`src/rtl/enc_bin2onehot_stream.sv`:
```
// Streaming binary-to-one-hot/thermometer encoder with a 2-entry output FIFO.
// Out-of-range codes store an all-zero vector with an error flag and bump a saturating counter.
module enc_bin2onehot_stream #(
  parameter int W = 4,
  parameter int N = 15
) (
  input  logic         clk,
  input  logic         rst,
  input  logic         in_valid,
  output logic         in_ready,
  input  logic [W-1:0] in,
  input  logic         in_mode,
  output logic         out_valid,
  input  logic         out_ready,
  output logic [N-1:0] out,
  output logic         out_err,
  output logic [7:0]   err_cnt
);

  typedef struct packed {
    logic [N-1:0] vec;
    logic         err;
  } entry_t;

  entry_t     head_q, head_d;
  entry_t     tail_q, tail_d;
  entry_t     new_entry;
  logic [1:0] occ_q, occ_d;
  logic [7:0] err_cnt_q, err_cnt_d;
  logic       push;
  logic       pop;

  // NOTE: every signal assigned in always_comb gets a default first, so no latch is inferred.
  always_comb begin
    new_entry = '0;
    if (int'(in) >= N) begin
      new_entry.err = 1'b1;
    end else begin
      for (int k = 0; k < N; k++) begin
        new_entry.vec[k] = in_mode ? (k <= int'(in)) : (k == int'(in));
      end
    end
  end

  // Ready comes only from registered occupancy and the reset pin, never from out_ready.
  assign in_ready  = rst && (occ_q != 2'd2);
  assign out_valid = (occ_q != 2'd0);
  assign push      = in_valid && in_ready;
  assign pop       = out_valid && out_ready;

  always_comb begin
    head_d = head_q;
    tail_d = tail_q;
    occ_d  = occ_q;
    case ({push, pop})
      2'b10: begin
        if (occ_q == 2'd0) head_d = new_entry;
        else               tail_d = new_entry;
        occ_d = occ_q + 2'd1;
      end
      2'b01: begin
        head_d = tail_q;
        occ_d  = occ_q - 2'd1;
      end
      // A push is only possible below full, so push+pop always starts at occupancy 1.
      2'b11: begin
        head_d = new_entry;
      end
      default: begin
        occ_d = occ_q;
      end
    endcase
  end

  always_comb begin
    err_cnt_d = err_cnt_q;
    if (push && new_entry.err && (err_cnt_q != 8'hFF)) begin
      err_cnt_d = err_cnt_q + 8'd1;
    end
  end

  // NOTE: sequential state uses non-blocking assignments only, so all flops update together.
  // NOTE: the two FIFO slots are reset too; it is cheap and keeps head contents deterministic.
  always_ff @(posedge clk) begin
    if (!rst) begin
      head_q    <= '0;
      tail_q    <= '0;
      occ_q     <= 2'd0;
      err_cnt_q <= 8'd0;
    end else begin
      head_q    <= head_d;
      tail_q    <= tail_d;
      occ_q     <= occ_d;
      err_cnt_q <= err_cnt_d;
    end
  end

  assign out     = out_valid ? head_q.vec : '0;
  assign out_err = out_valid ? head_q.err : 1'b0;
  assign err_cnt = err_cnt_q;

endmodule
```
`config.mk`:
```
export PLATFORM = sky130hd
export DESIGN_NAME = enc_bin2onehot_stream
export DESIGN_NICKNAME = d
export VERILOG_FILES = /design/src/rtl/enc_bin2onehot_stream.sv
export SDC_FILE = /design/constraint.sdc
export NUM_CORES = 1
export LEC_CHECK = 0
export CAP_MARGIN = 20
export CORE_MARGIN = 2
export CORE_UTILIZATION = 40
export CTS_CLUSTER_DIAMETER = 200
export CTS_CLUSTER_SIZE = 12
export DETAILED_ROUTE_END_ITERATION = 8
export PLACE_DENSITY = 0.65
export SLEW_MARGIN = 10
export SYNTH_ARGS = -nofsm -noshare
export SYNTH_HDL_FRONTEND = slang
export SYNTH_SLANG_ARGS = --single-unit
```
`constraint.sdc`:
```
create_clock -name clk -period 2.85 [get_ports clk]
set_clock_uncertainty 0.2 [all_clocks]
set_input_delay 0.57 -clock clk [delete_from_list [all_inputs] [get_ports clk]]
set_output_delay 0.57 -clock clk [all_outputs]
set_load 0.02 [all_outputs]
```
# After elaboration in Yosys (flattened, before gate mapping)
# Cells that the tools add are included.
# word_totals
inputBits,9
register_bits,42
# op_classes
magnitude_cmp,15
reduce_logical,12
mux,22
n_bitwise,1
eq_ne,20
add_sub_neg,3
# op_table
cell,n
$pmux 16 s3,1
$eq 4x4->1 const A,8
$mux 15,2
$le 4x4->1 const A,7
$mux 1,17
$eq 3x4->1 const A,4
$le 3x4->1 const A,4
$mux 16,1
$add 8x1->8 const B,1
$eq 2x4->1 const A,2
$le 2x4->1 const A,2
$ne 8x8->1 const B,1
$logic_and 1x1->1,5
$eq 2x2->1 const B,2
$ge 4x4->1 const B,1
$le 1x4->1 const A,1
$logic_not 4->1,1
$ne 2x2->1 const B,2
$pmux 2 s2,1
$reduce_and 2->1,2
$reduce_bool 2->1,2
$reduce_bool 3->1,1
$add 2x1->2 const B,1
$eq 2x1->1 const B,1
3 further kinds,3

# Logic depth before layout (Yosys ltp)
# Gate-level depths: netlist of the first run.
# depth
word_depth,6
depth_mapped,11

# Worst setup path before layout of the first run
# Ideal clock, no wire load.
# synth_path
path_type,input to register
from,input port rst
to,register head_q[15] in the netlist's numbering
path_stages,8
arrival_ns,2.056
slack_ns,0.508
path_buffers,2
path_cell_list,buf_2 -> and2_1 -> nand2_1 -> ha_1 -> clkbuf_1 -> nor4b_1 -> a21oi_1 -> a211oi_1
# synth_via
elab_chain_cells,5
# synth_lines
element,line_no,text
start: declaration,8,"input logic rst,"
$logic_and 1x1->1 *,46,assign in_ready = rst && (occ_q != 2'd2);
net in_ready,10,"output logic in_ready,"
$logic_and 1x1->1 *,48,assign push = in_valid && in_ready;
$eq 2x2->1 / $eq 2x1->1 (equally long branches),55,"case ({push, pop})"
$ne 2x2->1 (no line) / $reduce_bool 3->1 (equally long branches),-,
$reduce_and 2->1 (no line),-,
end signal: assignment,86,head_q <= '0;
end signal: assignment,91,head_q <= head_d;
end: declaration,25,"entry_t head_q, head_d;"
# Mark *: on every way through the listed nets, which the timed path passes. The rest lies on a longest branch.
# A chain may end at the register's enable or synchronous reset.

# Worst setup path after layout of the first run
# layout_path
from,input port rst
to,output port in_ready
# layout_via
elab_chain_cells,1
# layout_lines
element,line_no
$logic_and 1x1->1,46
end: declaration,10
# Every way passes these cells.

==> flow_metrics.py, run 1 <==
metrics = {
    "synth": {
        "syn_inst": 281,
        "async_flop_share_pct": 0,
        "avgSynthCellArea_um2": 8.04,
        "seq_area_frac_synth_pct": 37.2,
        "ys_ff_latch": 42,
        "netlist_area_um2": 2260,
        "yosys_warnings": 0,
        "synthDistinctLibCells": 53,
        "synthFlopType": "dfxtp_1",
        "synth_fp_nets": 293,
        "synth_edf_count": 0,
    },
    "clock_network": {
        "cts-root-buf": "clkbuf_8",
        "ctsHtreeMaxLevel": 2,
        "ctsHoldBuffers": 0,
        "cts_resized": 0,
        "clk_pin_slew_ns": 0.07,
        "cts_tree": "done",
        "cts_buffer_depth": 2,
        "cts_made_buffers": 5,
        "cts_setup_buffers": 0,
        "cts_sinks": 42,
        "clock_latency_ns": 0.30,
    },
    "sta": {
        "finalMaxSlewViolations": 0,
        "finalCriticalPeriod_ns": 2.56,
        "setup-violations-final": 0,
        "max_freq_ghz": 0.390,
        "min_period_over_period_pct": 90.0,
        "finalHoldViolCount": 0,
        "finalSetupTns_ns": 0,
        "rsz0062_at_grt": "no",
        "slew_headroom_pct": 55.3,
        "tightest_slew_ns": 0.667,
    },
    "routing": {
        "postRouteAntennaNets": 0,
        "vias": 2059,
        "drt-total-wl_um": 4920,
        "drt-initial-drc-count": 125,
        "drt_pass1_iterations": 4,
        "drc": 0,
        "routedWlPerCell_um": 12.7,
        "viasPerCell": 5.32,
    },
    "setup_path": {
        "cp.arrival_ns": 1.79,
        "end_kind": "primary output",
        "worstPathRequired_ns": 2.08,
        "rr_worst_depth": 11,
        "cp-start-kind": "primary input",
        "critical_path_class": "primary input to primary output",
        "cp_max_fo": 2,
    },
    "power_and_ir_drop": {
        "total_power_mw": 2.00,
        "intPower_mw": 1.30,
        "clkPwrFrac_pct": 23.2,
        "power_switching_mw": 0.700,
        "p_seq_share_pct": 36.7,
        "ir_drop_uv": 257,
        "combPwrFrac_pct": 40.1,
        "sw_frac_of_total_pct": 35.0,
        "p_leak_nw": 0.980,
        "powerDensity_nw_per_um2": 708,
    },
    "layout": {
        "final_cells": 387,
        "ff_latch_area_um2": 841,
        "areaGrowthSynthToFinish_pct": 25.3,
        "final_cell_mix": "dfxtp_1, clkdlybuf4s50_1, nand2_1",
        "nFillCells": 564,
        "diodes": 0,
        "final_util_pct": 51.7,
        "final_layout_size_suffix_gt1_share_pct": 10.5,
        "multi_input_area_um2": 1280,
        "final_common_cell": "dfxtp_1",
        "fin_nets": 326,
    },
    "place": {
        "dp_hpwl_um": 3500,
        "placed_cells": 379,
        "gp_congestion": 0.815,
        "io_buffers": 34,
    },
    "floorplanning": {
        "num_rows": 27,
        "die_area_um2": 6260,
        "start_util_pct": 41.3,
        "die_w_um": 79.1,
        "die_h_um": 79.1,
        "io_pins": 35,
        "core_area_um2": 5470,
    },
    "global_routing": {
        "grt_max_degree": 34,
        "grt_pass1_wl_um": 8490,
        "antenna_found_initial": 0,
        "grt_pass1_vias": 1791,
        "grtUsageTotal_pct": 16.9,
        "grt_overflow": 0,
    },
    "run_status": {
        "outcome": "finished clean",
    },
    "hold_path": {
        "min_path_type": "flop to flop",
        "min_path_cells": 2,
    },
    "job": {
        "max_cap_viol_count": 0,
    },
}
cell families after synthesis:
logic type	Yosys count	share of synthesized area [%]
AO/OA/AOI/OAI	81	23.4
XOR/XNOR	2	0.776
adder cells (fa/ha/maj)	4	2.11
buffers and inverters	32	6.37
flip-flops	42	37.2
multiplexers	4	1.77
AND/OR/NAND/NOR	116	28.4
power by group through the flow:
stage          logic, mW  registers [mW]  clock network, mW
2_1_floorplan      0.518           0.737                  0
3_5_place_dp       0.807           0.749                  0
3_3_place_gp       0.788           0.747                  0
6_report           0.802           0.734              0.465
4_1_cts            0.809           0.736              0.476
5_1_grt            0.888           0.749              0.501
registers in the layout (all words and copies together), names as in the netlist:
name	cells
err_cnt	8
head_q	16
tail_q	16
occ_q	2
worst max-delay path: stages:
cell and delay (ns):
clkdlybuf4s50_1 0.48, and2_1 0.15, clkdlybuf4s50_1 0.60
layout make-up:
class                           count  area share [%]
Inverter                            7           0.929
Timing Repair Buffer               51            17.0
Clock inverter                      3            1.42
Sequential cell                    42            29.7
Tap cell                           72            3.18
Clock buffer                        5            2.43
Multi-Input combinational cell    207            45.3
per-layer routing:
layer  share of wire [%]  up-vias  GRT usage [%]
met1                  52      928           24.6
li1                    -     1078              -
met2                  43       46           25.2
met4                 1.5        0           5.17
met5                   0        -              0
met3                 3.4        7           3.07
Yosys cell counts, types with 4 or more instances:
master | count | area [um2]
clkbuf_1 | 16 | 60.1
or3_1 | 7 | 43.8
nand3_1 | 13 | 65.1
buf_2 | 4 | 20.0
nand3b_1 | 6 | 45.0
inv_1 | 6 | 22.5
a21oi_1 | 18 | 90.1
dfxtp_1 | 42 | 841
o21a_1 | 5 | 37.5
mux2i_1 | 4 | 40.0
o31ai_1 | 5 | 37.5
nand2_1 | 33 | 124
o21ai_0 | 19 | 95.1
nor2_1 | 14 | 52.6
a31oi_1 | 6 | 37.5
or4_1 | 4 | 30.0
nor2b_1 | 17 | 106
nor3_1 | 5 | 25.0
through the flow:
stage / cell area [um2] / setup WS [ns] / hold slack, ns
3_3_place_gp: 2710 / 0.179 / 0.245
4_1_cts: 2830 / 0.273 / 0.261
5_1_grt: 2830 / 0.207 / 0.298
6_report: 2830 / 0.285 / 0.258
2_1_floorplan: 2260 / 0.508 / 0.237
3_5_place_dp: 2720 / 0.231 / 0.248
path summary, 6_finish.rpt:
| kind | to | from | slack [ns] |
|---|---|---|---|
| hold / removal | tail_q[12]$_SDFFE_PN0P_ | tail_q[12]$_SDFFE_PN0P_ | 0.26 |
| hold reg to reg | tail_q[12]$_SDFFE_PN0P_ | tail_q[12]$_SDFFE_PN0P_ | 0.26 |
| setup / recovery | in_ready | rst | 0.29 |
| setup reg to reg | tail_q[7]$_SDFFE_PN0P_ | occ_q[0]$_SDFFE_PN0P_ | 0.53 |
No activity file was read; power rests on OpenSTA's default activity.
==> run 2, diff against run 1 <==
--- a/config.mk
+++ b/config.mk
@@ -12,7 +12,7 @@
 export CTS_CLUSTER_SIZE = 12
 export DETAILED_ROUTE_END_ITERATION = 8
 export PLACE_DENSITY = 0.65
-export SLEW_MARGIN = 10
+export SLEW_MARGIN = 20
 export SYNTH_ARGS = -nofsm -noshare
 export SYNTH_HDL_FRONTEND = slang
 export SYNTH_SLANG_ARGS = --single-unit
==> run 2 against run 1 <==
Sequential share of layout area is 0.40 points higher. Non-clock buffer count down 1. Sequential cell count unchanged. Clock power shrank 23%. Worst setup slack got worse by 0.085 ns. Worst hold slack lost 0.0020 ns. Total power shrank 6.0%. Count of clock-buffer cells in the layout increased by 2. Global-route usage barely moved. Critical path type is now flop to primary output. Critical endpoint is now out[7]. Largest cell class unchanged. Highest routed layer unchanged.
==> flow_metrics.py, run 2 (synthesized netlist as in run 1, its figures left out) <==
metrics = {
    "run_status": {
        "outcome": "finished clean",
    },
    "layout": {
        "diodes": 0,
        "final_area_um2": 2790,
        "final_common_cell": "dfxtp_1",
        "fin_nets": 325,
        "final_layout_size_suffix_gt1_share_pct": 9.58,
        "areaGrowthSynthToFinish_pct": 23.6,
        "final_cell_mix": "dfxtp_1, clkdlybuf4s50_1, nand2_1",
        "final_cells": 385,
    },
    "routing": {
        "vias": 2030,
        "routedWlPerCell_um": 12.7,
        "drt_pass1_iterations": 4,
        "viasPerCell": 5.27,
        "postRouteAntennaNets": 0,
        "drt-total-wl_um": 4900,
        "drc": 0,
        "drt-initial-drc-count": 84,
    },
    "setup_path": {
        "crit_end": "out[7]",
        "critical_path_class": "flop to primary output",
        "cp_max_fo": 18,
        "rrSetupSlack_ns": 0.53,
        "end_kind": "primary output",
        "worstPathRequired_ns": 2.08,
        "cp-startpoint": "occ_q[1]$_SDFFE_PN0P_",
        "path_cells": "nor2_2, nor2b_1, clkdlybuf4s50_1",
        "reg2reg_from": "occ_q[0]$_SDFFE_PN0P_",
        "cp-start-kind": "flop",
        "max_stage_delay_ns": 0.59,
        "cp.arrival_ns": 1.88,
        "cp_slowest_cell": "nor2_2",
        "reg2reg_to": "tail_q[7]$_SDFFE_PN0P_",
        "rr_worst_depth": 11,
    },
    "sta": {
        "setup_slack_ns": 0.201,
        "slew_headroom_pct": 49.8,
        "finalMaxSlewViolations": 0,
        "finalSetupTns_ns": 0,
        "max_freq_ghz": 0.377,
        "min_period_over_period_pct": 93.0,
        "rsz0062_at_grt": "no",
        "finalCriticalPeriod_ns": 2.65,
        "finalHoldViolCount": 0,
        "tightest_slew_ns": 0.753,
        "setup-violations-final": 0,
    },
    "clock_network": {
        "clk_pin_slew_ns": 0.07,
        "cts-root-buf": "clkbuf_8",
        "cts_buffer_depth": 2,
        "cts_made_buffers": 5,
        "cts_sinks": 42,
        "ctsHoldBuffers": 0,
        "cts_setup_buffers": 0,
        "cts_resized": 0,
        "cts_tree": "done",
        "clock_latency_ns": 0.29,
        "ctsHtreeMaxLevel": 2,
    },
    "job": {
        "max_cap_viol_count": 0,
    },
    "floorplanning": {
        "start_util_pct": 41.3,
        "die_area_um2": 6260,
        "num_rows": 27,
        "io_pins": 35,
        "core_area_um2": 5470,
        "die_h_um": 79.1,
        "die_w_um": 79.1,
    },
    "global_routing": {
        "grt_max_degree": 34,
        "grtUsageTotal_pct": 16.9,
        "grt_pass1_vias": 1762,
        "antenna_found_initial": 0,
        "grt_pass1_wl_um": 8430,
        "grt_overflow": 0,
    },
    "place": {
        "dp_hpwl_um": 3440,
        "io_buffers": 34,
        "gp_congestion": 0.815,
        "placed_cells": 378,
        "placed_area_um2": 2720,
        "dpl_worst_slack_ns": 0.232,
    },
    "power_and_ir_drop": {
        "ir_drop_uv": 215,
        "p_leak_nw": 0.956,
        "powerDensity_nw_per_um2": 674,
        "total_power_mw": 1.88,
    },
    "hold_path": {
        "min_path_type": "flop to flop",
    },
}
[run 2: final cells by class]
type	count	area, um2
Multi-Input combinational cell	207	1280
Inverter	7	26.3
Sequential cell	42	841
Tap cell	72	90.1
Clock buffer	7	76.3
Fill cell	536	2680
Timing Repair Buffer	50	473
[run 2: stage by stage]
step | hold slack (ns) | util, %
2_1_floorplan | 0.237 | -
6_report | 0.256 | 51.0
3_5_place_dp | 0.248 | 49.6
4_1_cts | 0.258 | 51.0
3_3_place_gp | 0.245 | 49.6
5_1_grt | 0.294 | 51.0
[run 2: how the worst min path moves through the flow]
stage / start / to / cells after the start
after global routing: tail_q[13]$_SDFFE_PN0P_ / head_q[13]$_SDFFE_PN0P_ / 2
final: tail_q[13]$_SDFFE_PN0P_ / tail_q[13]$_SDFFE_PN0P_ / 2
after CTS: tail_q[13]$_SDFFE_PN0P_ / tail_q[13]$_SDFFE_PN0P_ / 2
after global placement: tail_q[13]$_SDFFE_PN0P_ / tail_q[13]$_SDFFE_PN0P_ / 2
after floorplan: tail_q[0]$_SDFFE_PN0P_ / tail_q[0]$_SDFFE_PN0P_ / 2
after detailed placement: tail_q[13]$_SDFFE_PN0P_ / tail_q[13]$_SDFFE_PN0P_ / 2
[run 2: report_power, final]
group / switching [mW] / leakage (nW) / internal, mW / total, mW
registers: 0.0463 / 0.342 / 0.691 / 0.737
clock network: 0.188 / 0.0383 / 0.169 / 0.356
logic: 0.446 / 0.576 / 0.342 / 0.788
total: 0.680 / 0.956 / 1.20 / 1.88
[run 2: routing by layer]
metal	part of all wire [%]	track usage, %
met1	52	24.3
met2	43	25.5
met3	3.4	3.07
met4	1.4	5.17
met5	0	0
[run 2: critical path: cells and delay by family, from the launching register on]
family | cells | cell delay (ns)
buffers and inverters | 1 | 0.57
DFF | 1 | 0.32
and+or+nand+nor | 2 | 0.69
